$ cat src/rtl/rle_dec_if.sv
// Handshake bundle between the run-length decoder and its input/output FIFOs.
// The slave side is the decoder; the master side is whatever owns the FIFOs.
interface rle_dec_if;
    logic        recv_ready;
    logic [23:0] in_data;
    logic        end_of_stream;
    logic        send_ready;
    logic        rd_req;
    logic        wr_req;
    logic [7:0]  out_data;
    logic        flush_done;

    modport slave (
        input  recv_ready, in_data, end_of_stream, send_ready,
        output rd_req, wr_req, out_data, flush_done
    );

    modport master (
        output recv_ready, in_data, end_of_stream, send_ready,
        input  rd_req, wr_req, out_data, flush_done
    );
endinterface

$ cat src/rtl/rle_dec.sv
// Run-length decoder: expands {bit, 23-bit run} words into a bit stream packed
// LSB-first into bytes, with a zero-padded flush of the last partial byte.
module rle_dec (
    input  logic     clk,
    input  logic     rst,
    rle_dec_if.slave bus
);

    typedef enum logic [2:0] {
        INIT,
        REQUEST_INPUT,
        WAIT_INPUT,
        READ_INPUT,
        EMIT_BITS,
        WRITE_REQ,
        WAIT_OUTPUT,
        FLUSH_CHECK
    } state_t;

    state_t      state;
    state_t      state_n;

    logic [7:0]  byte_buf;
    logic [7:0]  byte_buf_n;
    logic [2:0]  bit_pos;
    logic [2:0]  bit_pos_n;
    logic [22:0] run_cnt;
    logic [22:0] run_cnt_n;
    logic        bit_val;
    logic        bit_val_n;
    logic        flush_pend;
    logic        flush_pend_n;
    logic        rd_q;
    logic        rd_n;
    logic        wr_q;
    logic        wr_n;
    logic        done_q;
    logic        done_n;

    always_ff @(posedge clk) begin
        if (rst) begin
            state <= INIT;
        end else begin
            state <= state_n;
        end
    end

    always_comb begin
        state_n      = state;
        byte_buf_n   = byte_buf;
        bit_pos_n    = bit_pos;
        run_cnt_n    = run_cnt;
        bit_val_n    = bit_val;
        flush_pend_n = flush_pend;
        rd_n         = 1'b0;
        wr_n         = 1'b0;
        done_n       = 1'b0;

        case (state)
            INIT: begin
                byte_buf_n   = 8'h00;
                bit_pos_n    = 3'd0;
                run_cnt_n    = 23'd0;
                flush_pend_n = 1'b0;
                state_n      = REQUEST_INPUT;
            end
            REQUEST_INPUT: begin
                // Queued words always win over end_of_stream.
                if (bus.recv_ready) begin
                    rd_n    = 1'b1;
                    state_n = WAIT_INPUT;
                end else if (bus.end_of_stream) begin
                    state_n = FLUSH_CHECK;
                end
            end
            WAIT_INPUT: begin
                state_n = READ_INPUT;
            end
            READ_INPUT: begin
                bit_val_n = bus.in_data[23];
                run_cnt_n = bus.in_data[22:0];
                state_n   = (bus.in_data[22:0] == 23'd0) ? REQUEST_INPUT : EMIT_BITS;
            end
            EMIT_BITS: begin
                byte_buf_n[bit_pos] = bit_val;
                run_cnt_n           = run_cnt - 23'd1;
                bit_pos_n           = bit_pos + 3'd1;
                // A full byte takes precedence; any leftover run resumes after the write.
                if (bit_pos == 3'd7) begin
                    state_n = WRITE_REQ;
                end else if (run_cnt == 23'd1) begin
                    state_n = REQUEST_INPUT;
                end
            end
            WRITE_REQ: begin
                if (bus.send_ready) begin
                    wr_n    = 1'b1;
                    state_n = WAIT_OUTPUT;
                end
            end
            WAIT_OUTPUT: begin
                byte_buf_n = 8'h00;
                bit_pos_n  = 3'd0;
                if (run_cnt != 23'd0) begin
                    state_n = EMIT_BITS;
                end else if (flush_pend) begin
                    done_n  = 1'b1;
                    state_n = INIT;
                end else begin
                    state_n = REQUEST_INPUT;
                end
            end
            FLUSH_CHECK: begin
                if (bit_pos != 3'd0) begin
                    flush_pend_n = 1'b1;
                    state_n      = WRITE_REQ;
                end else begin
                    done_n  = 1'b1;
                    state_n = INIT;
                end
            end
            default: begin
                state_n = INIT;
            end
        endcase
    end

    always_ff @(posedge clk) begin
        if (rst) begin
            byte_buf   <= 8'h00;
            bit_pos    <= 3'd0;
            run_cnt    <= 23'd0;
            bit_val    <= 1'b0;
            flush_pend <= 1'b0;
            rd_q       <= 1'b0;
            wr_q       <= 1'b0;
            done_q     <= 1'b0;
        end else begin
            byte_buf   <= byte_buf_n;
            bit_pos    <= bit_pos_n;
            run_cnt    <= run_cnt_n;
            bit_val    <= bit_val_n;
            flush_pend <= flush_pend_n;
            rd_q       <= rd_n;
            wr_q       <= wr_n;
            done_q     <= done_n;
        end
    end

    assign bus.rd_req     = rd_q;
    assign bus.wr_req     = wr_q;
    assign bus.out_data   = byte_buf;
    assign bus.flush_done = done_q;

endmodule
$ cat src/flat_wrapper.sv
// flat-port wrapper written by rule: the top's interface ports become plain ports
module rle_dec_flat 
  (clk, rst, bus_recv_ready, bus_in_data, bus_end_of_stream, bus_send_ready, bus_rd_req, bus_wr_req, bus_out_data, bus_flush_done);
  rle_dec_if bus_i ();
  input  logic clk;
  input  logic rst;
  input wire logic [$bits(bus_i.recv_ready)-1:0] bus_recv_ready;
  input wire logic [$bits(bus_i.in_data)-1:0] bus_in_data;
  input wire logic [$bits(bus_i.end_of_stream)-1:0] bus_end_of_stream;
  input wire logic [$bits(bus_i.send_ready)-1:0] bus_send_ready;
  output wire logic [$bits(bus_i.rd_req)-1:0] bus_rd_req;
  output wire logic [$bits(bus_i.wr_req)-1:0] bus_wr_req;
  output wire logic [$bits(bus_i.out_data)-1:0] bus_out_data;
  output wire logic [$bits(bus_i.flush_done)-1:0] bus_flush_done;
  assign bus_i.recv_ready = bus_recv_ready;
  assign bus_i.in_data = bus_in_data;
  assign bus_i.end_of_stream = bus_end_of_stream;
  assign bus_i.send_ready = bus_send_ready;
  assign bus_rd_req = bus_i.rd_req;
  assign bus_wr_req = bus_i.wr_req;
  assign bus_out_data = bus_i.out_data;
  assign bus_flush_done = bus_i.flush_done;
  rle_dec u_core (.clk(clk), .rst(rst), .bus(bus_i));
endmodule
$ cat config.mk
export PLATFORM = sky130hd
export DESIGN_NAME = rle_dec_flat
export DESIGN_NICKNAME = d
export VERILOG_FILES = /design/src/rtl/rle_dec_if.sv /design/src/rtl/rle_dec.sv /design/src/flat_wrapper.sv
export SDC_FILE = /design/constraint.sdc
export NUM_CORES = 1
export LEC_CHECK = 0
export ABC_AREA = 1
export BUFFER_PORTS_ARGS = -buffer_cell sky130_fd_sc_hd__buf_2
export CAP_MARGIN = 20
export CORE_MARGIN = 2
export CORE_UTILIZATION = 40
export CTS_CLUSTER_SIZE = 16
export DETAILED_ROUTE_END_ITERATION = 6
export PLACE_DENSITY = 0.66
export SYNTH_ARGS = -nofsm -noshare
export SYNTH_HDL_FRONTEND = slang
export SYNTH_SLANG_ARGS = --single-unit
$ cat constraint.sdc
create_clock -name clk -period 3.15 [get_ports clk]
set_input_delay 0.1575 -clock clk [delete_from_list [all_inputs] [get_ports clk]]
set_output_delay 0.1575 -clock clk [all_outputs]
set_load 0.02 [all_outputs]
# --- Word-level counts from Yosys, hierarchy flattened ---
# Index checks and enable logic that the tools add are counted.
classes:
  addsub: 2
  order_cmp: 2
  n_eq_ne: 13
  mux: 24
  n_bitwise: 2
  reduce_logical: 13
op_table:
  columns: ["cell", "count"]
  rows:
  - ["23-bit one-hot mux with 3 select lines", 1]
  - ["3-bit 2-to-1 mux", 8]
  - ["3-bit one-hot mux with 8 select lines", 1]
  - ["23-bit by 1-bit equality test with 1-bit output (second input constant)", 1]
  - ["23-bit zero test", 1]
  - ["23-bit nonzero test", 1]
  - ["23-bit by 1-bit subtractor with 23-bit output (second input constant)", 1]
  - ["8-bit one-hot mux with 2 select lines", 1]
  - ["3-bit equality test (second input constant)", 5]
  - ["8-bit bitwise mux", 1]
  - ["1-bit 2-to-1 mux", 8]
  - ["3-bit by 2-bit equality test with 1-bit output (second input constant)", 2]
  - ["3-bit one-hot mux with 2 select lines", 1]
  - ["3-bit nonzero test", 2]
  - ["2-bit OR reduction", 3]
  - ["3-bit by 4-bit < comparator with 1-bit output (second input constant)", 1]
  - ["1-bit one-hot mux with 2 select lines", 2]
  - ["2-bit nonzero test", 2]
  - ["3-bit by 1-bit adder with 3-bit output (second input constant)", 1]
  - ["1-bit demux with 3-bit select", 1]
  - ["3-bit by 1-bit equality test with 1-bit output (second input constant)", 1]
  - ["3-bit by 1-bit >= comparator with 1-bit output (second input constant)", 1]
  - ["3-bit zero test", 1]
  - ["3-bit by 1-bit inequality test with 1-bit output (second input constant)", 1]
  - ["7 further kinds", 8]
word_totals:
  reg_bits: 42
  in_bits: 29
  elab_cells: 65

# --- Longest topological paths before layout ---
# Gate-level depths: netlist of the first run.
logic_depth:
  word_depth: 6
  depth_mapped: 9
  mapped_depth_nobuf: 9

# --- Worst setup path before layout of the first run ---
# Ideal clock, no wire load.
synth_path:
  kind: "register -> register"
  from: "reg u_core.run_cnt[0]"
  to: "reg u_core.run_cnt[8]"
  t_arrival_ns: 1.193
  required_ns: 3.017
  slack_ns: 1.825
  path_stages_with_launch: 8
  path_cell_list: "dfxtp_1 > inv_1 > ha_1 > nand2_2 > nor2_4 > or2_2 > nand2_1 > a31oi_1"
synth_via:
  elab_chain_len: 2
synth_rtl:
  columns: ["item", "line_no", "source"]
  rows:
  - ["start: declaration", "rle_dec.sv:27", "logic [22:0] run_cnt;"]
  - ["start signal: assignment", "rle_dec.sv:141", "run_cnt <= run_cnt_n;"]
  - ["23-bit by 1-bit subtractor with 23-bit output", "rle_dec.sv:86", "run_cnt_n = run_cnt - 23'd1;"]
  - ["23-bit one-hot mux with 3 select lines", "rle_dec.sv:59", "case (state)"]
# Every way passes these cells.
# A chain may end at the register's enable or synchronous reset.

# --- Worst setup path in the final report of the first run ---
layout_path:
  from: "reg u_core.state[0]"
  to: "reg u_core.run_cnt[6]"
layout_via:
  elab_chain_len: 2
  word_cells_on_any_way: 5
  cone_classes: "eq/ne (2); mux (1); reduce/logical (2)"
layout_rtl:
  columns: ["item", "line_no", "source"]
  rows:
  - ["start: declaration", "rle_dec.sv:20", "state_t state;"]
  - ["start signal: assignment", "rle_dec.sv:44", "state <= state_n;"]
  - ["3-bit equality test (tied with other cells)", "rle_dec.sv:59", null]
  - ["23-bit one-hot mux with 3 select lines / 3-bit nonzero test (equally long branches)", null, null]
# Parallel ways exist; a longest one is shown, timed or not.

==> out/qor.csv, run 1 <==
stage,metric,value,unit
timing,finClkSkew,0.00819,ns
timing,hold_ws,0.0912,ns
cts,clkSlewWorstSetupHoldPaths,0.09,ns
layout,fin_area,2980,sq um
worst_setup_path,path_cells,nand2_2 -> nor2_4 -> inv_2 -> nand2_2 -> inv_1 -> nand2_1 -> a31oi_1,
cts,numCtsBuffers,5,
worst_setup_path,cp_max_fo,25,
timing,fmax,489,MHz
routing,wl,6.97,mm
layout,nFillCells,710,
global_routing,overflow,0,
place,hpwlAfterDp,5.07,mm
power_and_ir_drop,vdd_drop_max,0.000406,V
worst_setup_path,worstSetupStartpointType,register,
power_and_ir_drop,power.leakage,0.00133,uW
timing,rsz0062_at_grt,false,
timing,hold_violations,0,
die,initial_core_util,41.7,%
logic_synthesis,synth_cell_types,33,
global_routing,grtUsageMet1,27.4,%
timing,max_slew_margin,54.2,%
layout,antenna_cells,0,
logic_synthesis,synth_top_area_cell,dfxtp_1,
worst_setup_path,crit_required,3.31,ns
layout,syn_to_final_growth,12.0,%
routing,final_antenna_net_count,0,
worst_setup_path,reg2regPathDepth,7,
global_routing,first_global_vias,2512,
global_routing,antenna_found_initial,0,
logic_synthesis,ys_warn_count,0,
global_routing,grt_max_degree,33,
die,pin_count,40,
global_routing,grt_usage,19.8,%
worst_hold_path,hp-class,input port to register,
worst_setup_path,rrSetupSlack,1.11,ns
logic_synthesis,yosysSeqAreaShare,31.6,%
die,rows,29,
routing,drt_iter0_markers,272,
worst_hold_path,hp-start,bus_send_ready,
logic_synthesis,yosysTopAreaCellShare,31.6,%
timing,drv_slew,0,
place,port_buffers,39,
logic_synthesis,syn-instance-count,421,
routing,post_drt_wl_per_cell,13.1,um
global_routing,grt.busiest_layer,met2,
logic_synthesis,synthTopCellsByArea,"dfxtp_1, nand2_1, nor2_1",
logic_synthesis,yosys_most_used_dff,dfxtp_1,
worst_setup_path,slowest_stage,nor2_4,
power_and_ir_drop,pwr_density_cell,973,nW/um^2
die,die_area,7330,sq um
logic_synthesis,async_flop_share,0,%
logic_synthesis,yosysMostFrequentCell,nand2_1,
timing,worstMarginPinSlew,0.687,ns
global_routing,met2_usage,32.0,%
timing,fin_crit_sh,64.9,%
routing,vias,2764,
routing,drc,0,
outcome,status,"finished, final reports clean",
place,dpl_cell_area,2870,sq um
cts,cts_tree,built,
place,place_congestion,0.842,
worst_setup_path,cp_common_cell,nand2_2,
logic_synthesis,syn_nets,456,
worst_setup_path,cp_num_buf_inv,2,
cts,cts_max_level,2,
run,max_cap_violations,0,
worst_setup_path,worst_setup_path_end_kind,register,
cts,clock_latency,0.31,ns
cts,cts_max_path_buffers,2,
worst_setup_path,critPathTopFamily,simple AND/OR/NAND/NOR gates,
timing,finalSetupViolations,0,
global_routing,grt_pass1_wl,11.7,mm
worst_setup_path,cp.arrival,2.20,ns
logic_synthesis,syn_area,2660,sq um
worst_hold_path,holdPathStages,3,
layout,final_core_util,46.7,%
global_routing,grt_use_met3,3.75,%
worst_setup_path,r2r_start,u_core.state[0],
die,die_h,85.6,um
logic_synthesis,avgSynthCellArea,6.33,sq um
cts,hold_buffers,0,
cts,cts.sinks,42,
worst_hold_path,whs_endpoint,u_core.bus.wr_req,
cts,post_cts_resize_count,0,
routing,first_pass_iters,5,
routing,viasPerCell,5.18,
worst_setup_path,r2r_end,u_core.run_cnt[6],
worst_setup_path,crit_type,register to register,
logic_synthesis,synth_edf_count,0,
die,core,6390,sq um
logic_synthesis,synth_commonest_cells,"nand2_1, nor2_1, inv_1, dfxtp_1, nand3_1",
worst_setup_path,slowest_delay,0.48,ns
logic_synthesis,ys_ff_latch,42,
timing,min_period,2.04,ns
cts,post_cts_buffers,0,
cts,clockRootBuffer,clkbuf_8,
layout,layout.nets,491,
layout,layout-drive-gt1-share,16.2,%
die,die_w,85.6,um
timing,final.setup.tns,0,ns
stage by stage:
step / power [uW] / std cells / worst slack [ns]
after floorplan: 2120 / 421 / 1.82
after global placement: 2400 / 526 / 1.21
after detailed placement: 2440 / 526 / 1.12
after CTS: 2890 / 534 / 1.11
after global routing: 3210 / 534 / 0.880
final: 2900 / 534 / 1.11
metal layers:
metal	part of all wire, %	up-vias	wire (um)
met5	0	-	0
met4	0.90	0	63
met3	6.4	6	443
met1	48	1236	3370
li1	-	1448	-
met2	44	74	3090
worst min-delay path, delay by kind of cell:
kind                   cells  cell delay, ns
buffers and inverters      1            0.10
AND/OR/NAND/NOR            2            0.09
where the power goes:
| part | leakage [uW] | switching [uW] | total (uW) | internal (uW) |
|---|---|---|---|---|
| logic | 0.000932 | 1190 | 1730 | 544 |
| clock network | 0.0000579 | 207 | 440 | 234 |
| registers | 0.000340 | 109 | 732 | 623 |
| total | 0.00133 | 1500 | 2900 | 1400 |
state kept, by name, indices dropped and copies added, names as in the netlist:
name                   flops
u_core.bit_pos             3
u_core.bus.wr_req          1
u_core.bus.rd_req          1
u_core.state               3
u_core.bus.out_data        8
u_core.flush_pend          1
u_core.bit_val             1
u_core.run_cnt            23
u_core.bus.flush_done      1
cell usage in the layout (no fill, tap or decap), types with 10 or more instances in the layout:
| cell | instances |
|---|---|
| nand4_1 | 10 |
| a21oi_1 | 30 |
| nand2_1 | 95 |
| dfxtp_1 | 42 |
| inv_1 | 47 |
| a31oi_1 | 12 |
| nand3_1 | 38 |
| buf_2 | 39 |
| o21ai_0 | 20 |
| nor2_1 | 63 |
final cells by class:
class                   instances  area, sq um  share of cell area [%]
clock buffers                   5         68.8                    2.31
multi-input cells             315         1540                    51.7
repair buffers                 39          195                    6.54
clock inverters                 3         40.0                    1.34
inverters                      53          199                    6.67
well taps                      77         96.3                    3.23
flip-flops and latches         42          841                    28.2
kinds of logic (layout without fill, tap and decap cells):
logic type               Yosys count  in the layout  share of synthesized area (%)
AND/OR/NAND/NOR                  236            236                           40.4
AO/OA/AOI/OAI                     73             73                           14.7
buffers and inverters             64            100                           10.5
flip-flops                        42             42                           31.6
adder cells (fa/ha/maj)            6              6                           2.82
worst max path at each step:
stage,startpoint,endpoint,cells after the start
floorplan,u_core.run_cnt[0],u_core.run_cnt[8],7
global placement,u_core.state[0],u_core.run_cnt[12],7
detailed placement,u_core.state[0],u_core.run_cnt[6],7
CTS,u_core.state[0],u_core.run_cnt[6],7
global route,u_core.state[0],u_core.run_cnt[4],7
finish,u_core.state[0],u_core.run_cnt[6],7
No activity file was read; power rests on OpenSTA's default activity.
==> run 2, diff against run 1 <==
Clock period 3.15 ns to 2 ns, I/O delays scaled along.
==> out/qor.csv, run 2 (synthesized netlist as in run 1, its figures left out) <==
stage,metric,value,unit,change
worst_setup_path,crit_type,register to register,,unchanged
layout,layout_commonest_cell,nand2_1,,unchanged
timing,finClkSkew,0.0130,ns,was 0.00819 ns
place,place_congestion,0.899,,was 0.842
worst_setup_path,r2r_start,u_core.state[2],,was u_core.state[0]
power_and_ir_drop,power.leakage,0.00133,uW,about the same
routing,viasPerCell,5.22,,was 5.18
routing,dr_wl_met2,3.17,mm,was 3.09 mm
routing,met1_length,3.39,mm,was 3.37 mm
place,dpl_cell_area,2890,sq um,was 2870 sq um
routing,first_pass_iters,4,,was 5
power_and_ir_drop,finalPower,4550,uW,was 2900 uW
global_routing,grt_max_degree,33,,unchanged
cts,post_cts_buffers,0,,unchanged
die,rows,29,,unchanged
timing,fmax,618,MHz,was 489 MHz
die,initial_core_util,41.7,%,unchanged
power_and_ir_drop,pwr_density_cell,1520,nW/um^2,was 973 nW/um^2
layout,largest_register_ffs,23,,unchanged
routing,post_drt_wl_per_cell,13.1,um,about the same
worst_setup_path,cp.arrival,1.83,ns,was 2.20 ns
layout,antenna_cells,0,,unchanged
die,die_h,85.6,um,unchanged
global_routing,grt_pass1_wl,12.0,mm,was 11.7 mm
worst_hold_path,whs_endpoint,u_core.bus.wr_req,,unchanged
cts,clock_latency,0.30,ns,was 0.31 ns
layout,nFillCells,671,,was 710
outcome,status,"finished, final reports clean",,unchanged
layout,layoutNonFillerInstCount,536,,was 534
place,port_buffers,39,,unchanged
worst_setup_path,reg2regPathDepth,6,,was 7
run,max_cap_violations,0,,unchanged
die,die_area,7330,sq um,unchanged
routing,routed.top_layer,met4,,unchanged
timing,fin_crit_sh,80.9,%,was 64.9%
cts,numCtsBuffers,5,,unchanged
worst_setup_path,rrSetupSlack,0.38,ns,was 1.11 ns
layout,layout.nets,493,,was 491
timing,worstMarginPinSlew,0.682,ns,was 0.687 ns
place,dp_cells,528,,was 526
worst_setup_path,cp_max_fo,12,,was 25
routing,wl,7.01,mm,was 6.97 mm
routing,vias,2798,,was 2764
place,hpwlAfterDp,5.12,mm,was 5.07 mm
worst_setup_path,worst_setup_path_end_kind,register,,unchanged
timing,rsz0062_at_grt,false,,unchanged
global_routing,grt_usage,20.1,%,was 19.8%
global_routing,antenna_found_initial,0,,unchanged
global_routing,overflow,0,,unchanged
routing,dr_wl_met3,364,um,was 443 um
cts,cts_max_level,2,,unchanged
die,pin_count,40,,unchanged
worst_hold_path,holdPathStages,3,,unchanged
routing,final_antenna_net_count,0,,unchanged
worst_hold_path,hp-start,bus_send_ready,,unchanged
cts,clkSlewWorstSetupHoldPaths,0.09,ns,about the same
layout,regMostFlops,u_core.run_cnt,,unchanged
cts,hold_buffers,0,,unchanged
power_and_ir_drop,vdd_drop_max,0.000630,V,was 0.000406 V
timing,finalSetupViolations,0,,unchanged
die,die_w,85.6,um,unchanged
worst_hold_path,hp-class,input port to register,,unchanged
layout,fin_area,3000,sq um,was 2980 sq um
die,core,6390,sq um,unchanged
cts,cts.sinks,42,,unchanged
worst_setup_path,worstSetupStartpointType,register,,unchanged
cts,post_cts_resize_count,0,,unchanged
layout,layout-drive-gt1-share,16.3,%,was 16.2%
worst_setup_path,crit_required,2.22,ns,was 3.31 ns
timing,hold_violations,0,,unchanged
cts,cts_tree,built,,unchanged
timing,max_slew_margin,54.5,%,was 54.2%
timing,final.setup.tns,0,ns,unchanged
timing,hold_ws,0.0277,ns,was 0.0912 ns
routing,drc,0,,unchanged
cts,cts_max_path_buffers,2,,unchanged
routing,drt_iter0_markers,156,,was 272
timing,drv_slew,0,,unchanged
layout,mostFrequentLayoutCells,"nand2_1, nor2_1, inv_1",,unchanged
worst_setup_path,r2r_end,u_core.run_cnt[6],,unchanged
global_routing,first_global_vias,2666,,was 2512
timing,min_period,1.62,ns,was 2.04 ns
layout,syn_to_final_growth,12.6,%,was 12.0%
cts,clockRootBuffer,clkbuf_8,,unchanged
-- run 2: cell count changes in the layout (fill, tap and decap cells not counted) --
cell,previous run,this run
buf_4,0,2
clkinv_2,2,0
clkbuf_1,0,1
clkinvlp_4,0,1
-- run 2: worst max-delay path, cell delays in order, from the launching register on --
cell     delay, ns
dfxtp_1       0.56
nor2_4        0.08
inv_2         0.09
nand2_2       0.17
inv_1         0.36
nand2_1       0.09
a31oi_1       0.18
-- run 2: per-layer routing --
layer,up-vias,global-route usage (%)
li1,1447,-
met1,1271,27.3
met2,69,33.0
met3,11,2.79
met4,0,6.20
met5,-,0
-- run 2: layout make-up --
cell class	count	area, sq um	area share, %
timing repair buffer	41	210	7.01
tap	77	96.3	3.21
multi-input combinational	315	1540	51.4
inverter	53	199	6.63
clock inverter	2	37.5	1.25
sequential	42	841	28.0
clock buffer	6	72.6	2.42
-- run 2: worst max path at each step --
stage,start,end,slack [ns],cells past startpoint
3_3_place_gp,u_core.state[2],u_core.run_cnt[13],0.47,5
3_5_place_dp,u_core.state[2],u_core.run_cnt[6],0.42,6
4_1_cts,u_core.state[2],u_core.run_cnt[6],0.38,6
5_1_grt,u_core.state[2],u_core.run_cnt[6],0.18,6
2_1_floorplan,u_core.run_cnt[0],u_core.run_cnt[8],0.67,7
6_report,u_core.state[2],u_core.run_cnt[6],0.38,6
-- run 2: power by group --
part           leakage [uW]  switching (uW)  internal, uW
clock             0.0000514             311           373
sequential         0.000340             177           982
combinational      0.000943            1840           866
-- run 2: through the flow --
stage	setup slack (ns)	util (%)
global placement	0.468	45.2
detailed placement	0.418	45.2
floorplan	0.675	-
finish	0.381	47.0
global route	0.183	47.0
CTS	0.382	47.0
